===== config.mk =====
export PLATFORM = sky130hd
export DESIGN_NAME = des_decrypt_controller_flat
export DESIGN_NICKNAME = d
export VERILOG_FILES = /design/src/rtl/des_pkg.sv /design/src/rtl/des_decrypt_controller_if.sv /design/src/rtl/f_function_combinational.sv /design/src/rtl/des_decrypt_controller.sv /design/src/flat_wrapper.sv
export SDC_FILE = /design/constraint.sdc
export NUM_CORES = 1
export LEC_CHECK = 0
export CORE_ASPECT_RATIO = 0.7
export CORE_MARGIN = 2
export CORE_UTILIZATION = 40
export DETAILED_ROUTE_END_ITERATION = 10
export GPL_TIMING_DRIVEN = 0
export SLEW_MARGIN = 20
export SYNTH_ARGS = -nofsm -noshare
export SYNTH_HDL_FRONTEND = slang
export SYNTH_SLANG_ARGS = --single-unit

===== constraint.sdc =====
create_clock -name clk -period 5 [get_ports clk]
set_clock_uncertainty 0.15 [all_clocks]
set_input_delay 1 -clock clk [delete_from_list [all_inputs] [get_ports clk]]
set_output_delay 1 -clock clk [all_outputs]
set_load 0.05 [all_outputs]

===== src/rtl/des_pkg.sv =====
// Shared DES constants: permutation tables, S-boxes, decrypt rotation schedule,
// controller state encoding and the bit-permutation helpers built on them.
package des_pkg;

    typedef enum logic [1:0] {
        S_IDLE  = 2'd0,
        S_LOAD  = 2'd1,
        S_ROUND = 2'd2,
        S_FINAL = 2'd3
    } des_state_t;

    localparam int ROUND_W    = 5;
    localparam int NUM_ROUNDS = 16;

    // Right-rotation applied to C/D before round r (index r-1); K16 is used first.
    localparam int DEC_ROT [16] = '{0, 1, 2, 2, 2, 2, 2, 2, 1, 2, 2, 2, 2, 2, 2, 1};

    localparam int IP_TBL [64] = '{
        58, 50, 42, 34, 26, 18, 10, 2,  60, 52, 44, 36, 28, 20, 12, 4,
        62, 54, 46, 38, 30, 22, 14, 6,  64, 56, 48, 40, 32, 24, 16, 8,
        57, 49, 41, 33, 25, 17,  9, 1,  59, 51, 43, 35, 27, 19, 11, 3,
        61, 53, 45, 37, 29, 21, 13, 5,  63, 55, 47, 39, 31, 23, 15, 7};

    localparam int IP_INV_TBL [64] = '{
        40, 8, 48, 16, 56, 24, 64, 32,  39, 7, 47, 15, 55, 23, 63, 31,
        38, 6, 46, 14, 54, 22, 62, 30,  37, 5, 45, 13, 53, 21, 61, 29,
        36, 4, 44, 12, 52, 20, 60, 28,  35, 3, 43, 11, 51, 19, 59, 27,
        34, 2, 42, 10, 50, 18, 58, 26,  33, 1, 41,  9, 49, 17, 57, 25};

    localparam int PC1_TBL [56] = '{
        57, 49, 41, 33, 25, 17,  9,   1, 58, 50, 42, 34, 26, 18,
        10,  2, 59, 51, 43, 35, 27,  19, 11,  3, 60, 52, 44, 36,
        63, 55, 47, 39, 31, 23, 15,   7, 62, 54, 46, 38, 30, 22,
        14,  6, 61, 53, 45, 37, 29,  21, 13,  5, 28, 20, 12,  4};

    localparam int PC2_TBL [48] = '{
        14, 17, 11, 24,  1,  5,   3, 28, 15,  6, 21, 10,
        23, 19, 12,  4, 26,  8,  16,  7, 27, 20, 13,  2,
        41, 52, 31, 37, 47, 55,  30, 40, 51, 45, 33, 48,
        44, 49, 39, 56, 34, 53,  46, 42, 50, 36, 29, 32};

    localparam int E_TBL [48] = '{
        32,  1,  2,  3,  4,  5,   4,  5,  6,  7,  8,  9,
         8,  9, 10, 11, 12, 13,  12, 13, 14, 15, 16, 17,
        16, 17, 18, 19, 20, 21,  20, 21, 22, 23, 24, 25,
        24, 25, 26, 27, 28, 29,  28, 29, 30, 31, 32,  1};

    localparam int P_TBL [32] = '{
        16,  7, 20, 21, 29, 12, 28, 17,   1, 15, 23, 26,  5, 18, 31, 10,
         2,  8, 24, 14, 32, 27,  3,  9,  19, 13, 30,  6, 22, 11,  4, 25};

    // Each box is row-major: entry [row*16 + col].
    localparam int SBOX [8][64] = '{
        '{14, 4,13, 1, 2,15,11, 8, 3,10, 6,12, 5, 9, 0, 7,
           0,15, 7, 4,14, 2,13, 1,10, 6,12,11, 9, 5, 3, 8,
           4, 1,14, 8,13, 6, 2,11,15,12, 9, 7, 3,10, 5, 0,
          15,12, 8, 2, 4, 9, 1, 7, 5,11, 3,14,10, 0, 6,13},
        '{15, 1, 8,14, 6,11, 3, 4, 9, 7, 2,13,12, 0, 5,10,
           3,13, 4, 7,15, 2, 8,14,12, 0, 1,10, 6, 9,11, 5,
           0,14, 7,11,10, 4,13, 1, 5, 8,12, 6, 9, 3, 2,15,
          13, 8,10, 1, 3,15, 4, 2,11, 6, 7,12, 0, 5,14, 9},
        '{10, 0, 9,14, 6, 3,15, 5, 1,13,12, 7,11, 4, 2, 8,
          13, 7, 0, 9, 3, 4, 6,10, 2, 8, 5,14,12,11,15, 1,
          13, 6, 4, 9, 8,15, 3, 0,11, 1, 2,12, 5,10,14, 7,
           1,10,13, 0, 6, 9, 8, 7, 4,15,14, 3,11, 5, 2,12},
        '{ 7,13,14, 3, 0, 6, 9,10, 1, 2, 8, 5,11,12, 4,15,
          13, 8,11, 5, 6,15, 0, 3, 4, 7, 2,12, 1,10,14, 9,
          10, 6, 9, 0,12,11, 7,13,15, 1, 3,14, 5, 2, 8, 4,
           3,15, 0, 6,10, 1,13, 8, 9, 4, 5,11,12, 7, 2,14},
        '{ 2,12, 4, 1, 7,10,11, 6, 8, 5, 3,15,13, 0,14, 9,
          14,11, 2,12, 4, 7,13, 1, 5, 0,15,10, 3, 9, 8, 6,
           4, 2, 1,11,10,13, 7, 8,15, 9,12, 5, 6, 3, 0,14,
          11, 8,12, 7, 1,14, 2,13, 6,15, 0, 9,10, 4, 5, 3},
        '{12, 1,10,15, 9, 2, 6, 8, 0,13, 3, 4,14, 7, 5,11,
          10,15, 4, 2, 7,12, 9, 5, 6, 1,13,14, 0,11, 3, 8,
           9,14,15, 5, 2, 8,12, 3, 7, 0, 4,10, 1,13,11, 6,
           4, 3, 2,12, 9, 5,15,10,11,14, 1, 7, 6, 0, 8,13},
        '{ 4,11, 2,14,15, 0, 8,13, 3,12, 9, 7, 5,10, 6, 1,
          13, 0,11, 7, 4, 9, 1,10,14, 3, 5,12, 2,15, 8, 6,
           1, 4,11,13,12, 3, 7,14,10,15, 6, 8, 0, 5, 9, 2,
           6,11,13, 8, 1, 4,10, 7, 9, 5, 0,15,14, 2, 3,12},
        '{13, 2, 8, 4, 6,15,11, 1,10, 9, 3,14, 5, 0,12, 7,
           1,15,13, 8,10, 3, 7, 4,12, 5, 6,11, 0,14, 9, 2,
           7,11, 4, 1, 9,12,14, 2, 0, 6,10,13,15, 3, 5, 8,
           2, 1,14, 7, 4,10, 8,13,15,12, 9, 0, 3, 5, 6,11}};

    function automatic logic [1:64] ip_perm(input logic [1:64] x);
        logic [1:64] y;
        for (int i = 1; i <= 64; i++) y[i] = x[IP_TBL[i-1]];
        return y;
    endfunction

    function automatic logic [1:64] ip_inv_perm(input logic [1:64] x);
        logic [1:64] y;
        for (int i = 1; i <= 64; i++) y[i] = x[IP_INV_TBL[i-1]];
        return y;
    endfunction

    function automatic logic [1:56] pc1_perm(input logic [1:64] x);
        logic [1:56] y;
        for (int i = 1; i <= 56; i++) y[i] = x[PC1_TBL[i-1]];
        return y;
    endfunction

    function automatic logic [1:48] pc2_perm(input logic [1:56] x);
        logic [1:48] y;
        for (int i = 1; i <= 48; i++) y[i] = x[PC2_TBL[i-1]];
        return y;
    endfunction

    function automatic logic [1:48] e_expand(input logic [1:32] x);
        logic [1:48] y;
        for (int i = 1; i <= 48; i++) y[i] = x[E_TBL[i-1]];
        return y;
    endfunction

    function automatic logic [1:32] p_perm(input logic [1:32] x);
        logic [1:32] y;
        for (int i = 1; i <= 32; i++) y[i] = x[P_TBL[i-1]];
        return y;
    endfunction

    // Outer bits pick the row, middle four the column.
    function automatic logic [3:0] sbox_lookup(input int s, input logic [1:6] b);
        return 4'(SBOX[s][{b[1], b[6], b[2:5]}]);
    endfunction

    function automatic logic [1:28] ror28(input logic [1:28] x, input int n);
        case (n)
            1:       return {x[28], x[1:27]};
            2:       return {x[27:28], x[1:26]};
            default: return x;
        endcase
    endfunction

    // 1 when any key byte has even parity (DES key bytes are odd parity).
    function automatic logic key_parity_bad(input logic [1:64] k);
        logic bad;
        bad = 1'b0;
        for (int b = 0; b < 8; b++) bad = bad | ~(^k[1+8*b +: 8]);
        return bad;
    endfunction

endpackage


===== src/rtl/des_decrypt_controller_if.sv =====
// Start/ready bus of the DES decrypt controller; key_err exists only when
// DES_DEC_KEY_PARITY_EN is defined.
interface des_decrypt_controller_if;
    import des_pkg::*;

    // Handshake: the master raises start (rising edge only is acted on) with
    // desIn/keyIn valid on that same edge; the slave drops ready on acceptance
    // and raises it when desOut (and key_err) hold the completed result.
    // Edges arriving while busy are dropped, not queued.
    logic        start;
    logic [1:64] desIn;
    logic [1:64] keyIn;
    logic        ready;
    logic [1:64] desOut;
`ifdef DES_DEC_KEY_PARITY_EN
    logic        key_err;
`endif
    des_state_t  dbg_state;

    modport master (
        output start, desIn, keyIn,
        input  ready, desOut, dbg_state
`ifdef DES_DEC_KEY_PARITY_EN
        , input key_err
`endif
    );

    modport slave (
        input  start, desIn, keyIn,
        output ready, desOut, dbg_state
`ifdef DES_DEC_KEY_PARITY_EN
        , output key_err
`endif
    );

endinterface


===== src/rtl/f_function_combinational.sv =====
// DES round function f(R, K): expansion, key mix, S-box substitution, P permutation.
module f_function_combinational
    import des_pkg::*;
(
    input  logic [1:32] r,
    input  logic [1:48] k,
    output logic [1:32] f
);

    logic [1:48] x;
    logic [1:32] s_out;

    always_comb begin
        x     = e_expand(r) ^ k;
        s_out = '0;
        for (int s = 0; s < 8; s++) s_out[1+4*s +: 4] = sbox_lookup(s, x[1+6*s +: 6]);
        f     = p_perm(s_out);
    end

endmodule


===== src/rtl/des_decrypt_controller.sv =====
// Iterative single-DES decryptor, one round per clock, subkeys generated in
// reverse by right-rotating C/D. Optional key parity flag: DES_DEC_KEY_PARITY_EN.
module des_decrypt_controller
    import des_pkg::*;
(
    input  logic                     clk,
    input  logic                     rst,
    des_decrypt_controller_if.slave  bus
);

    des_state_t         state_q, state_d;
    logic               start_prev;
    logic               start_rise;
    logic [1:64]        ct_q, key_q;
    logic [1:32]        l_q, r_q;
    logic [1:28]        c_q, d_q;
    logic [ROUND_W-1:0] round_q;
    logic [1:64]        out_q;
    logic               ready_q;

    logic [3:0]         rnd_idx;
    logic [1:28]        c_rot, d_rot;
    logic [1:48]        round_key;
    logic [1:32]        f_out;

    assign start_rise = bus.start & ~start_prev;

    // round 16 is 5'b10000, so its low nibble minus one wraps to index 15.
    assign rnd_idx   = round_q[3:0] - 4'd1;
    assign c_rot     = ror28(c_q, DEC_ROT[rnd_idx]);
    assign d_rot     = ror28(d_q, DEC_ROT[rnd_idx]);
    assign round_key = pc2_perm({c_rot, d_rot});

    f_function_combinational u_f (
        .r (r_q),
        .k (round_key),
        .f (f_out)
    );

    always_ff @(posedge clk) begin
        if (rst) state_q <= S_IDLE;
        else     state_q <= state_d;
    end

    always_comb begin
        state_d = state_q;
        case (state_q)
            S_IDLE:  if (start_rise) state_d = S_LOAD;
            S_LOAD:  state_d = S_ROUND;
            S_ROUND: if (round_q == ROUND_W'(NUM_ROUNDS)) state_d = S_FINAL;
            S_FINAL: state_d = S_IDLE;
            default: state_d = S_IDLE;
        endcase
    end

`ifdef DES_DEC_KEY_PARITY_EN
    logic parity_bad_q;
    logic key_err_q;
`endif

    always_ff @(posedge clk) begin
        if (rst) begin
            start_prev <= 1'b0;
            ct_q       <= '0;
            key_q      <= '0;
            l_q        <= '0;
            r_q        <= '0;
            c_q        <= '0;
            d_q        <= '0;
            round_q    <= '0;
            out_q      <= '0;
            ready_q    <= 1'b0;
`ifdef DES_DEC_KEY_PARITY_EN
            parity_bad_q <= 1'b0;
            key_err_q    <= 1'b0;
`endif
        end else begin
            // Tracked in every state so a level held through completion never retriggers.
            start_prev <= bus.start;
            case (state_q)
                S_IDLE: begin
                    if (start_rise) begin
                        ct_q    <= bus.desIn;
                        key_q   <= bus.keyIn;
                        ready_q <= 1'b0;
`ifdef DES_DEC_KEY_PARITY_EN
                        parity_bad_q <= key_parity_bad(bus.keyIn);
                        key_err_q    <= 1'b0;
`endif
                    end
                end
                S_LOAD: begin
                    {l_q, r_q} <= ip_perm(ct_q);
                    {c_q, d_q} <= pc1_perm(key_q);
                    round_q    <= ROUND_W'(1);
                end
                S_ROUND: begin
                    c_q <= c_rot;
                    d_q <= d_rot;
                    l_q <= r_q;
                    r_q <= l_q ^ f_out;
                    if (round_q != ROUND_W'(NUM_ROUNDS)) round_q <= round_q + ROUND_W'(1);
                end
                S_FINAL: begin
                    out_q   <= ip_inv_perm({r_q, l_q});
                    ready_q <= 1'b1;
`ifdef DES_DEC_KEY_PARITY_EN
                    key_err_q <= parity_bad_q;
`endif
                end
                default: ;
            endcase
        end
    end

    assign bus.ready     = ready_q;
    assign bus.desOut    = out_q;
    assign bus.dbg_state = state_q;
`ifdef DES_DEC_KEY_PARITY_EN
    assign bus.key_err   = key_err_q;
`endif

endmodule


===== src/flat_wrapper.sv =====
// flat-port wrapper written by rule: the top's interface ports become plain ports
module des_decrypt_controller_flat import des_pkg::*;
  (clk, rst, bus_start, bus_desIn, bus_keyIn, bus_ready, bus_desOut, bus_dbg_state);
  des_decrypt_controller_if bus_i ();
  input  logic clk;
  input  logic rst;
  input wire logic [$bits(bus_i.start)-1:0] bus_start;
  input wire logic [$bits(bus_i.desIn)-1:0] bus_desIn;
  input wire logic [$bits(bus_i.keyIn)-1:0] bus_keyIn;
  output wire logic [$bits(bus_i.ready)-1:0] bus_ready;
  output wire logic [$bits(bus_i.desOut)-1:0] bus_desOut;
  output wire logic [$bits(bus_i.dbg_state)-1:0] bus_dbg_state;
  assign bus_i.start = bus_start;
  assign bus_i.desIn = bus_desIn;
  assign bus_i.keyIn = bus_keyIn;
  assign bus_ready = bus_i.ready;
  assign bus_desOut = bus_i.desOut;
  assign bus_dbg_state = bus_i.dbg_state;
  des_decrypt_controller u_core (.clk(clk), .rst(rst), .bus(bus_i));
endmodule

* Word level (Yosys, flattened, before mapping)
Memory sizes are Yosys's and may differ from the RTL's. Index checks and enable logic that the tools add are counted.
Word-level totals: register bits after elaboration 321, ROM bits 16896, input bits 131, output and inout port bits 67, logic and storage cells 96, memories kept 9
Memories:
- (no name shown) | words 64, width 32, read ports 1, clocked after Yosys merged registers in 0, write ports 0, line des_pkg.sv:125 | return 4'(SBOX[s][{b[1], b[6], b[2:5]}]);
- (no name shown) | words 64, width 32, read ports 1, clocked after Yosys merged registers in 0, write ports 0, line des_pkg.sv:125
- (no name shown) | words 64, width 32, read ports 1, clocked after Yosys merged registers in 0, write ports 0, line des_pkg.sv:125
- (no name shown) | words 64, width 32, read ports 1, clocked after Yosys merged registers in 0, write ports 0, line des_pkg.sv:125
- (no name shown) | words 64, width 32, read ports 1, clocked after Yosys merged registers in 0, write ports 0, line des_pkg.sv:125
- (no name shown) | words 64, width 32, read ports 1, clocked after Yosys merged registers in 0, write ports 0, line des_pkg.sv:125
- +3 memories
Operators by class: add/subtract/negate cells 2, magnitude comparators 9, equality and inequality tests 11, muxes and demuxes 31, bitwise gates (word level) 13, reduce and logical (&&, ||, !) cells 8
Operator list (count):
- 28-bit case mux with 2 select lines | 4
- 32-bit case mux with 2 select lines | 2
- 32-bit two-way mux | 2
- 4-bit two-way mux | 16
- 7-bit greater-or-equal comparator (second input constant) | 8
- 6-bit inverter with 7-bit output | 8
- 48-bit XOR | 1
- 32-bit by 1-bit equality test with 1-bit output (second input constant) | 1
- 32-bit by 2-bit equality test with 1-bit output (second input constant) | 1
- 32-bit XOR | 1
- 5-bit case mux with 2 select lines | 1
- 2-bit AND reduction | 5
- 2-bit case mux with 4 select lines | 1
- 2-bit by 1-bit != test with 1-bit output (second input constant) | 3
- 5-bit by 1-bit adder with 5-bit output (second input constant) | 1
- 5-bit equality test (second input constant) | 1
- 5-bit greater-or-equal comparator (second input constant) | 1
- 5-bit two-way mux | 1
- 5-bit != test (second input constant) | 1
- 4-bit inverter with 5-bit output | 1
- 2-bit equality test (second input constant) | 2
- 2-bit two-way mux | 2
- 2-bit nonzero test | 2
- 4-bit by 1-bit subtractor with 4-bit output (second input constant) | 1
- other kinds (7) | 7

* Depth between registers and ports, before layout
Gate-level depths: netlist (run 1).
word-level depth 14, depth in mapped cells 23, gate-level depth less buffers 20

* Hierarchy
A second synthesis (run 1) with hierarchy kept.
Second synthesis, totals: cell total of the unflattened synthesis 2263, area total of the unflattened synthesis 19114.6 um^2
By module, submodules not included:
- des_decrypt_controller | instances 1, cells an instance 1588, area an instance 13878.3 um^2, seq. area each 6266.0 um^2
- f_function_combinational | instances 1, cells an instance 675, area an instance 5236.3 um^2, seq. area each 0.0 um^2

* Least setup slack after synthesis (run 1)
Ideal clock, no wire load.
path kind register to register, from register u_core.round_q[2], to register u_core.r_q[3] in the netlist's numbering, library setup time 0.125 ns, data arrival time 4.430 ns, data required time 4.725 ns, slack 0.295 ns, stages on the path, launching flop included 20, path buffers 4, cells stage by stage dfxtp_1 > clkbuf_1 > nor3_1 > xnor2_1 > o21ai_0 > a221o_1 > ha_1 > buf_6 > buf_4 > a221o_1 > o21ai_1 > xnor2_1 > ha_1 > clkbuf_1 > nor3_1 > nor3_1 > or4_1 > o211ai_1 > xor2_1 > o21ai_1
On the way: cells in the longest elaborated chain, start to end 14, elaborated cells between the ends (all ways) 15, those cells by class 1 x add/sub; 2 x eq/ne; 6 x mux; 4 x bitwise; 2 x memory
Ends and longest elaborated chain:
- start: declaration | line des_decrypt_controller.sv:17 | logic [ROUND_W-1:0] round_q;
- start signal: assignment | line des_decrypt_controller.sv:102 | if (round_q != ROUND_W'(NUM_ROUNDS)) round_q <= round_q + ROUND_W'(1);
- 4-bit by 1-bit subtractor with 4-bit output (*) | line des_decrypt_controller.sv:29 | assign rnd_idx = round_q[3:0] - 4'd1;
- 4-bit inverter with 5-bit output (not written as such) (*) | line des_decrypt_controller.sv:31 | assign d_rot = ror28(d_q, DEC_ROT[rnd_idx]);
- memory read 16 x 32 bit (*)
- 32-bit two-way mux (*) (2 in a row)
- 32-bit by 2-bit equality test with 1-bit output or 32-bit by 1-bit equality test with 1-bit output (tied branches) | line des_pkg.sv:129 | case (n)
- 28-bit case mux with 2 select lines (*) | line des_pkg.sv:129
- 48-bit XOR (*) | line f_function_combinational.sv:14 | x = e_expand(r) ^ k;
- 6-bit inverter with 7-bit output (not written as such) (*) | line des_pkg.sv:125
- memory read 64 x 32 bit (*)
- 4-bit two-way mux (not written as such) (*) (2 in a row) | line des_pkg.sv:125
- 32-bit XOR (*) | line des_decrypt_controller.sv:101 | r_q <= l_q ^ f_out;
- 32-bit case mux with 2 select lines (*) | line des_decrypt_controller.sv:80 | case (state_q)
- end signal: assignment | line des_decrypt_controller.sv:93 | {l_q, r_q} <= ip_perm(ct_q);
- end signal: assignment | line des_decrypt_controller.sv:101
- end: declaration | line des_decrypt_controller.sv:15 | logic [1:32] l_q, r_q;
Every way passes the cells marked *; elsewhere a longest branch is shown, timed or not. The select of a mux whose other input is x is not followed. A chain may end at the register's enable or synchronous reset.

* Worst setup path in the final report (run 1)
from register u_core.round_q[0], to register u_core.r_q[17] in the netlist's numbering
On the way: cells in the longest elaborated chain, start to end 14, elaborated cells between the ends (all ways) 15, those cells by class 1 x add/sub; 2 x eq/ne; 6 x mux; 4 x bitwise; 2 x memory
Ends and longest elaborated chain:
- 4-bit by 1-bit subtractor with 4-bit output (*) | line des_decrypt_controller.sv:29
- 4-bit inverter with 5-bit output (not written as such) (*) | line des_decrypt_controller.sv:30 | assign c_rot = ror28(c_q, DEC_ROT[rnd_idx]);
- memory read 16 x 32 bit (*)
- 32-bit two-way mux (not written as such) (*) (2 in a row) | line des_decrypt_controller.sv:30
- 32-bit by 2-bit equality test with 1-bit output or 32-bit by 1-bit equality test with 1-bit output (tied branches)
- 28-bit case mux with 2 select lines (*) | line des_pkg.sv:129
- 48-bit XOR (*) | line f_function_combinational.sv:14
- 6-bit inverter with 7-bit output (not written as such) (*) | line des_pkg.sv:125
- memory read 64 x 32 bit (*)
- 4-bit two-way mux (not written as such) (*) (2 in a row) | line des_pkg.sv:125
- 32-bit XOR (*) | line des_decrypt_controller.sv:101
- 32-bit case mux with 2 select lines (*) | line des_decrypt_controller.sv:80
Marks and branches as above.

==> results of run 1 <==
## sequential cells by signal, summed over array words and instances, names as in the netlist, 2 cells and up
signal                flops
u_core.l_q               32
u_core.round_q            5
u_core.d_q               28
u_core.ct_q              64
u_core.bus.dbg_state      2
u_core.r_q               32
u_core.key_q             56
u_core.bus.desOut        64
u_core.c_q               28
## placed cells by master (no fill, tap or decap), types with 15 or more instances in the layout
master             n
nand2_1          328
dfxtp_1          310
nor2_1           276
a21oi_1          239
clkdlybuf4s50_1  189
mux2i_1          137
clkbuf_1         122
a211oi_1         106
o21ai_0           71
ha_1              66
buf_4             58
nor3_1            54
xnor2_1           51
nand3_1           40
clkbuf_16         35
a221o_1           34
inv_1             32
buf_2             29
a31oi_1           27
xor2_1            23
o21ai_1           22
o211ai_1          20
and3_1            20
nor2b_1           16
buf_1             16
a22oi_1           15
## cell families (layout without fill, tap and decap cells)
logic type,Yosys count,after routing
AOI/OAI and AO/OA,695,695
xor gates and xnor gates,103,103
adders and majority gates,76,76
buffers and inverters,252,542
DFF,313,313
muxes,157,157
and+or+nand+nor,798,798
## layer usage
layer | up-vias | GRT usage | routed length (um)
met2 | 1201 | 0.4566 | 33640
met4 | 0 | 0.1043 | 3000
met3 | 162 | 0.09716 | 10590
met5 | - | 0 | 0
met1 | 9674 | 0.4790 | 37210
li1 | 9061 | - | -
## per-stage QoR
step	hold WS [ps]	util	instance area [um^2]	setup slack, ps	TNS, ps
2_1_floorplan	281.8	-	19140	294.9	0
3_3_place_gp	289.5	0.4588	21810	-1295	-17570
3_5_place_dp	295.7	0.4591	21820	-1327	-18120
4_1_cts	304.3	0.4885	23220	4.192	0
5_1_grt	321.6	0.5005	23790	-148.4	-606.2
6_report	306.2	0.5005	23790	-66.21	-66.21
## final cells by class
cell class | count | area [um^2]
Inverter | 46 | 183.9
Tap cell | 621 | 777.0
Sequential cell | 313 | 6275
Fill cell | 4630 | 23740
Clock buffer | 47 | 1001
Clock inverter | 14 | 160.2
Buffer | 202 | 1006
Timing Repair Buffer | 233 | 2235
Multi-Input combinational cell | 1829 | 12150
## worst min path at each step
stage / endpoint / slack [ps] / start / depth (start not counted)
final: u_core.ct_q[28] / 310 / u_core.ct_q[28] / 2
after global routing: u_core.ct_q[28] / 320 / u_core.ct_q[28] / 2
after CTS: u_core.ct_q[55] / 300 / u_core.ct_q[55] / 2
after detailed placement: u_core.ct_q[55] / 300 / u_core.ct_q[55] / 2
after global placement: u_core.ct_q[33] / 290 / u_core.ct_q[33] / 2
after floorplan: u_core.ct_q[53] / 280 / u_core.ct_q[53] / 2
## worst max-delay path: cells and delay by family (launching register included)
kind            cells  cell delay, ps
fa+ha+maj           4            1310
xor+xnor            1             180
simple gates        2             440
buf+inv             6            1010
mux                 1             400
flops               1             400
compound gates      6             980
## timing repair
action                                  in CTS  in global routing
endpoints found under the setup margin      32                 31
gates resized for setup                     35                 67
pin swaps                                    6                 16
buffers inserted                             8                 36
endpoints found under the hold margin        0                  0
==> reports/qor.csv, run 1 <==
metric,value,unit
r2r-start,u_core.round_q[0],
max_freq,197.4,MHz
cp-start-kind,flop,
fin_crit_sh,1.013,
wl_per_cell,25.55,um
syn-num-nets,2599,
hold_path_class,flop to flop,
io_buffers,189,
synth_commonest_cells,"nand2_1 (328), dfxtp_1 (313), nor2_1 (277), a21oi_1 (240), mux2i_1 (142)",
ys_top_cells_by_area,"dfxtp_1 (33%), mux2i_1 (7.4%), nand2_1 (6.4%)",
endpoint_kind,flop,
die_h,187.0,um
final_cells,3305,
async_flop_share,0,
crit_type,flop to flop,
worst_pin_slew,1256,ps
cp-startpoint,u_core.round_q[0],
netlist_area,19140,um^2
endpoint,u_core.r_q[17],
crit_fanout,11,
synthAdderAreaFrac,0.04942,
rsz0062_at_grt,yes,
yosysSeqAreaShare,0.3274,
grt_max_degree,15,
required,5240,ps
setup_viol,1,
grtUsageTotal,0.3278,
synth-seq-cells,313,
arrival,5300,ps
antenna_found_initial,1,
pin_count,198,
core.rowCount,67,
drv_slew,0,
tritoncts,done,
drt-initial-drc-count,2644,
synth_compound_area_frac,0.2417,
first_pass_iters,6,
die-area,49640,um^2
ys.flop_type,dfxtp_1,
synth_warnings,0,
initial_core_util,0.4027,
core_area,47530,um^2
max_slew_margin,0.1628,
synth_simple_gate_area_frac,0.1769,
h-tree-depth,2,
die_w,265.5,um
fin_ws,-66.21,ps
place_congestion,0.9870,
outcome,"complete, but fails checks",
post-route-min-period,5066,ps
synthMuxAreaShare,0.08897,
synth.largest_area_cell,dfxtp_1,
drc,0,
synth.distinct_cells,87,
synth-edff-count,0,
netlist_instances,2394,
synth.avg_cell_area,7.995,um^2
clk_path_buf_depth,3,
clkSinkCount,313,
root_buffer,clkbuf_16,
maxCapViolCount,0,
clock_latency,550,ps
slowest_stage,a221o_1,
cts_made_buffers,34,
reg2reg_to,u_core.r_q[17],
crit_chain,inv_1 -> ha_1 -> o21ai_0 -> a221o_1 -> ha_4 -> buf_8 -> buf_8 -> buf_6 -> a221oi_2 -> or3_1 -> nand2_1 -> buf_6 -> ha_1 -> clkbuf_4 -> maj3_1 -> a21oi_1 -> a22oi_1 -> mux2i_2 -> xor2_1 -> o22ai_1,
hold_viol,0,
dp_hpwl,62450,um
area_growth_syn_to_layout,24.30,%
n_antenna_cell,0,
overflow,0,
r2r.worst_path.cells,20,
cts-hold-fix-buffers,0,
num_vias,20098,
clkTransAtPathRegs,70,ps
synth_top_family_by_area,compound AO/OA/AOI/OAI gates,
grt_first_pass_wirelength,122300,um
drive_above_1_share,0.1136,
yosys.area_share.xor_xnor,0.05635,
dp_cells,3204,
yosysMostFrequentCell,nand2_1,
vias_per_cell,6.081,
drtAntennaViolNets,0,
final_nets,2864,
grt_pass1_vias,18450,
cpPeakStageDelay,450,ps
violations,negative setup slack,
synth_top_area_share,0.3274,
wirelength,84440,um
rrSetupSlack,-70,ps
Power of run 1 is left out: the tool's default activity adds up to more than one toggle a clock period on the data nets, which glitch-free logic cannot reach.
==> run 2, diff against run 1 <==
- SKIP_CTS_REPAIR_TIMING: default -> 1
- SLEW_MARGIN: 20 -> 25
==> reports/qor.csv, run 2 (synthesized netlist as in run 1, its figures left out) <==
metric,value,unit,change
outcome,finished clean,,"was complete, but fails checks"
die_h,187.0,um,unchanged
core.rowCount,67,,unchanged
worst_pin_slew,1166,ps,was 1256 ps
wirelength,84030,um,was 84440 um
clkTransAtPathRegs,70,ps,about the same
die-area,49640,um^2,unchanged
num_vias,20164,,was 20098
h-tree-depth,2,,unchanged
max_slew_margin,0.2225,,was 0.1628
fin_crit_sh,0.9807,,was 1.013
n_fill_cell,4613,,was 4630
vias_per_cell,6.096,,was 6.081
grt_max_degree,15,,unchanged
drtAntennaViolNets,0,,unchanged
drive_above_1_share,0.1125,,was 0.1136
drv_slew,0,,unchanged
drt-initial-drc-count,2565,,was 2644
clock_latency,540,ps,was 550 ps
hold_viol,0,,unchanged
required,5300,ps,was 5240 ps
grt_first_pass_wirelength,121500,um,was 122300 um
layout_commonest_cell,nand2_1,,unchanged
wl_per_cell,25.40,um,was 25.55 um
die_w,265.5,um,unchanged
tritoncts,done,,unchanged
hold_path_class,flop to flop,,unchanged
crit_fanout,10,,was 11
multi_input_area,12160,um^2,was 12150 um^2
crit_type,flop to flop,,unchanged
grtUsageTotal,0.3252,,was 0.3278
cp-start-kind,flop,,unchanged
dp_hpwl,62330,um,was 62450 um
first_pass_iters,7,,was 6
drc,0,,unchanged
clk_path_buf_depth,3,,unchanged
antenna_found_initial,2,,was 1
post-route-min-period,4904,ps,was 5066 ps
endpoint_kind,flop,,unchanged
initial_core_util,0.4027,,unchanged
setup_viol,0,,was 1
overflow,0,,unchanged
seq_area,6277,um^2,was 6275 um^2
area_growth_syn_to_layout,24.34,%,was 24.30%
max_freq,203.9,MHz,was 197.4 MHz
place_congestion,0.9870,,unchanged
arrival,5200,ps,was 5300 ps
io_buffers,189,,unchanged
clkSinkCount,313,,unchanged
final_nets,2865,,was 2864
cts_made_buffers,34,,unchanged
root_buffer,clkbuf_16,,unchanged
maxCapViolCount,0,,unchanged
rsz0062_at_grt,yes,,unchanged
final_cell_mix,"nand2_1 (327), dfxtp_1 (310), nor2_1 (276)",,"was nand2_1 (328), dfxtp_1 (310), nor2_1 (276)"
setup-tns-final,0,ps,was -66.21 ps
pin_count,198,,unchanged
grt_pass1_vias,18384,,was 18450
core_area,47530,um^2,unchanged
## run 2: through the flow
| stage | std cells | hold WS [ps] | area (um^2) | util | worst slack [ps] |
|---|---|---|---|---|---|
| global placement | 3204 | 289.5 | 21810 | 0.4588 | -1295 |
| detailed placement | 3204 | 295.2 | 21830 | 0.4592 | -1034 |
| finish | 3308 | 305.6 | 23800 | 0.5007 | 96.34 |
| CTS | 3265 | 303.8 | 22990 | 0.4837 | -1046 |
| global route | 3306 | 321.8 | 23790 | 0.5006 | -36.91 |
| floorplan | 2394 | 281.8 | 19140 | - | 294.9 |
## run 2: worst paths after layout
path                      from              end  slack, ps  depth (start not counted)
max          u_core.round_q[0]   u_core.r_q[32]        100                         17
min            u_core.ct_q[10]  u_core.ct_q[10]        310                          2
max reg2reg  u_core.round_q[0]   u_core.r_q[32]        100                         17
min reg2reg    u_core.ct_q[10]  u_core.ct_q[10]        310                          2
## run 2: final cells by class
class / instances / share of cell area
antenna: 2 / 0.0002103
buffer: 202 / 0.04201
clock buffer: 47 / 0.04206
clock inverter: 14 / 0.006730
inverter: 46 / 0.007834
multi-input combinational: 1829 / 0.5111
sequential: 313 / 0.2638
tap: 621 / 0.03265
timing repair buffer: 234 / 0.09364
## run 2: worst max-delay path, stage by stage (launching register included)
cell and delay (ps):
dfxtp_4 400, inv_1 110, ha_1 320, o21ai_0 100, a221o_1 410, ha_4 370, inv_2 60, buf_4 200
clkbuf_4 240, o21ai_4 320, xnor2_4 190, ha_4 370, clkinvlp_4 160, buf_4 180, mux4_2 440, a2bb2oi_1 340
o21ai_1 130, o41ai_1 320
## run 2: metal layers
metal,vias up,track usage,part of all wire
met5,-,0,0.00037
met4,2,0.1152,0.040
met3,186,0.09953,0.12
met2,1193,0.4463,0.40
met1,9703,0.4741,0.44
li1,9080,-,-
Power of run 2 is left out for the same reason.
==> run 3, diff against run 2 <==
- CORE_UTILIZATION: 40 -> 54
- CTS_BUF_LIST: default -> sky130_fd_sc_hd__clkbuf_2 sky130_fd_sc_hd__clkbuf_4 sky130_fd_sc_hd__clkbuf_8
- PLACE_DENSITY: default -> 0.79
==> reports/qor.csv, run 3 (synthesized netlist as in run 1, its figures left out) <==
metric,value,unit,change
outcome,finished clean,,unchanged
fin_area,23290,um^2,was 23800 um^2
final_util,0.6691,,was 0.5007
drive_above_1_share,0.1123,,was 0.1125
area_growth_syn_to_layout,21.67,%,was 24.34%
fin_crit_sh,0.9962,,was 0.9807
pin_count,198,,unchanged
hold_viol,0,,unchanged
post-route-min-period,4981,ps,was 4904 ps
r2r.worst_path.cells,19,,was 17
die_h,161.5,um,was 187.0 um
rrSetupSlack,20,ps,was 100 ps
arrival,5310,ps,was 5200 ps
clkSinkCount,313,,unchanged
num_vias,20776,,was 20164
worst_pin_slew,1385,ps,was 1166 ps
tritoncts,done,,unchanged
first_pass_iters,8,,was 7
r2r-start,u_core.round_q[1],,was u_core.round_q[0]
final_nets,2856,,was 2865
endpoint_kind,flop,,unchanged
antenna_found_initial,0,,was 2
cp-start-kind,flop,,unchanged
hold_path_class,flop to flop,,unchanged
grt_pass1_vias,18614,,was 18384
root_buffer,clkbuf_8,,was clkbuf_16
grt_first_pass_wirelength,116100,um,was 121500 um
dp_hpwl,59310,um,was 62330 um
layout_commonest_cell,nand2_1,,unchanged
n_fill_cell,2937,,was 4613
required,5330,ps,was 5300 ps
place_area,21630,um^2,was 21830 um^2
drc,0,,unchanged
hp-start,u_core.key_q[14],,was u_core.ct_q[10]
crit_chain,inv_1 -> ha_1 -> o21ai_0 -> a221o_1 -> ha_4 -> inv_2 -> buf_4 -> clkbuf_4 -> o21ai_4 -> xnor2_4 -> buf_4 -> inv_1 -> ha_1 -> mux4_2 -> o32ai_1 -> a31oi_1 -> xnor2_1 -> a221oi_1 -> nor2_1,,was inv_1 -> ha_1 -> o21ai_0 -> a221o_1 -> ha_4 -> inv_2 -> buf_4 -> clkbuf_4 -> o21ai_4 -> xnor2_4 -> ha_4 -> clkinvlp_4 -> buf_4 -> mux4_2 -> a2bb2oi_1 -> o21ai_1 -> o41ai_1
drt-initial-drc-count,2939,,was 2565
maxCapViolCount,0,,unchanged
final_cell_mix,"nand2_1 (327), dfxtp_1 (310), nor2_1 (276)",,unchanged
drv_slew,0,,unchanged
max_slew_margin,0.07674,,was 0.2225
io_buffers,189,,unchanged
die-area,36990,um^2,was 49640 um^2
place_ws,-738.3,ps,was -1034 ps
core.rowCount,57,,was 67
grt_max_degree,15,,unchanged
cpPeakStageDelay,470,ps,was 440 ps
die_w,229.0,um,was 265.5 um
setup-tns-final,0,ps,unchanged
drtAntennaViolNets,0,,unchanged
fin_ws,18.87,ps,was 96.34 ps
hold_end,u_core.key_q[14],,was u_core.ct_q[10]
grtUsageTotal,0.4133,,was 0.3252
initial_core_util,0.5499,,was 0.4027
clk_path_buf_depth,3,,unchanged
wl_per_cell,25.45,um,was 25.40 um
clock_latency,660,ps,was 540 ps
worstHoldPathCells,2,,unchanged
crit_type,flop to flop,,unchanged
cp-startpoint,u_core.round_q[1],,was u_core.round_q[0]
place_congestion,1.044,,was 0.9870
slowest_stage,mux4_2,,unchanged
wirelength,80230,um,was 84030 um
clkTransAtPathRegs,60,ps,was 70 ps
reg2reg_to,u_core.r_q[7],,was u_core.r_q[32]
crit_fanout,10,,unchanged
cts_made_buffers,48,,was 34
core_area,34800,um^2,was 47530 um^2
max_freq,200.8,MHz,was 203.9 MHz
setup_viol,0,,unchanged
h-tree-depth,2,,unchanged
overflow,0,,unchanged
vias_per_cell,6.589,,was 6.096
[run 3: changes by cell type in the layout (fill, tap and decap cells not counted), moves of 3 or more]
cell	delta
clkinv_2	-3
clkbuf_1	-4
clkbuf_16	-35
clkbuf_8	+48
buf_1	+3
buf_2	-4
clkbuf_4	+15
buf_4	-21
[run 3: metal layers]
layer / vias up / part of all wire / track usage
met1: 9795 / 0.40 / 0.5689
met3: 302 / 0.16 / 0.1675
met4: 2 / 0.050 / 0.1682
li1: 9046 / - / -
met5: - / 0.00036 / 0
met2: 1631 / 0.39 / 0.5689
[run 3: critical path: cells and delay by family, from the launching register on]
kind                     cells  cell delay, ps
buffers and inverters        6             980
XOR/XNOR                     2             350
flip-flops                   1             410
AO/OA/AOI/OAI                6            1450
multiplexers                 1             470
AND/OR/NAND/NOR              1              70
adder cells (fa/ha/maj)      3             940
[run 3: worst max path at each step]
stage,to,cells past startpoint
after floorplan,u_core.r_q[3],19
after global placement,u_core.r_q[8],20
after detailed placement,u_core.r_q[5],17
after CTS,u_core.r_q[5],17
after global routing,u_core.r_q[32],21
final,u_core.r_q[7],19
[run 3: cell type report]
| class | instances | area, um^2 | share of cell area |
|---|---|---|---|
| Buffer | 202 | 1005 | 0.04314 |
| Sequential cell | 313 | 6275 | 0.2695 |
| Clock inverter | 8 | 136.4 | 0.005856 |
| Tap cell | 472 | 590.6 | 0.02536 |
| Antenna cell | 1 | 2.502 | 0.0001075 |
| Clock buffer | 71 | 883.3 | 0.03793 |
| Timing Repair Buffer | 211 | 2057 | 0.08833 |
| Multi-Input combinational cell | 1829 | 12150 | 0.5219 |
| Inverter | 46 | 183.9 | 0.007898 |
[run 3: metrics by stage]
| stage | std cells | hold slack (ps) |
|---|---|---|
| finish | 3153 | 310.0 |
| global route | 3152 | 320.0 |
| CTS | 3134 | 308.5 |
| detailed placement | 3055 | 297.3 |
| global placement | 3055 | 291.7 |
| floorplan | 2394 | 281.8 |
Power of run 3 is left out for the same reason.
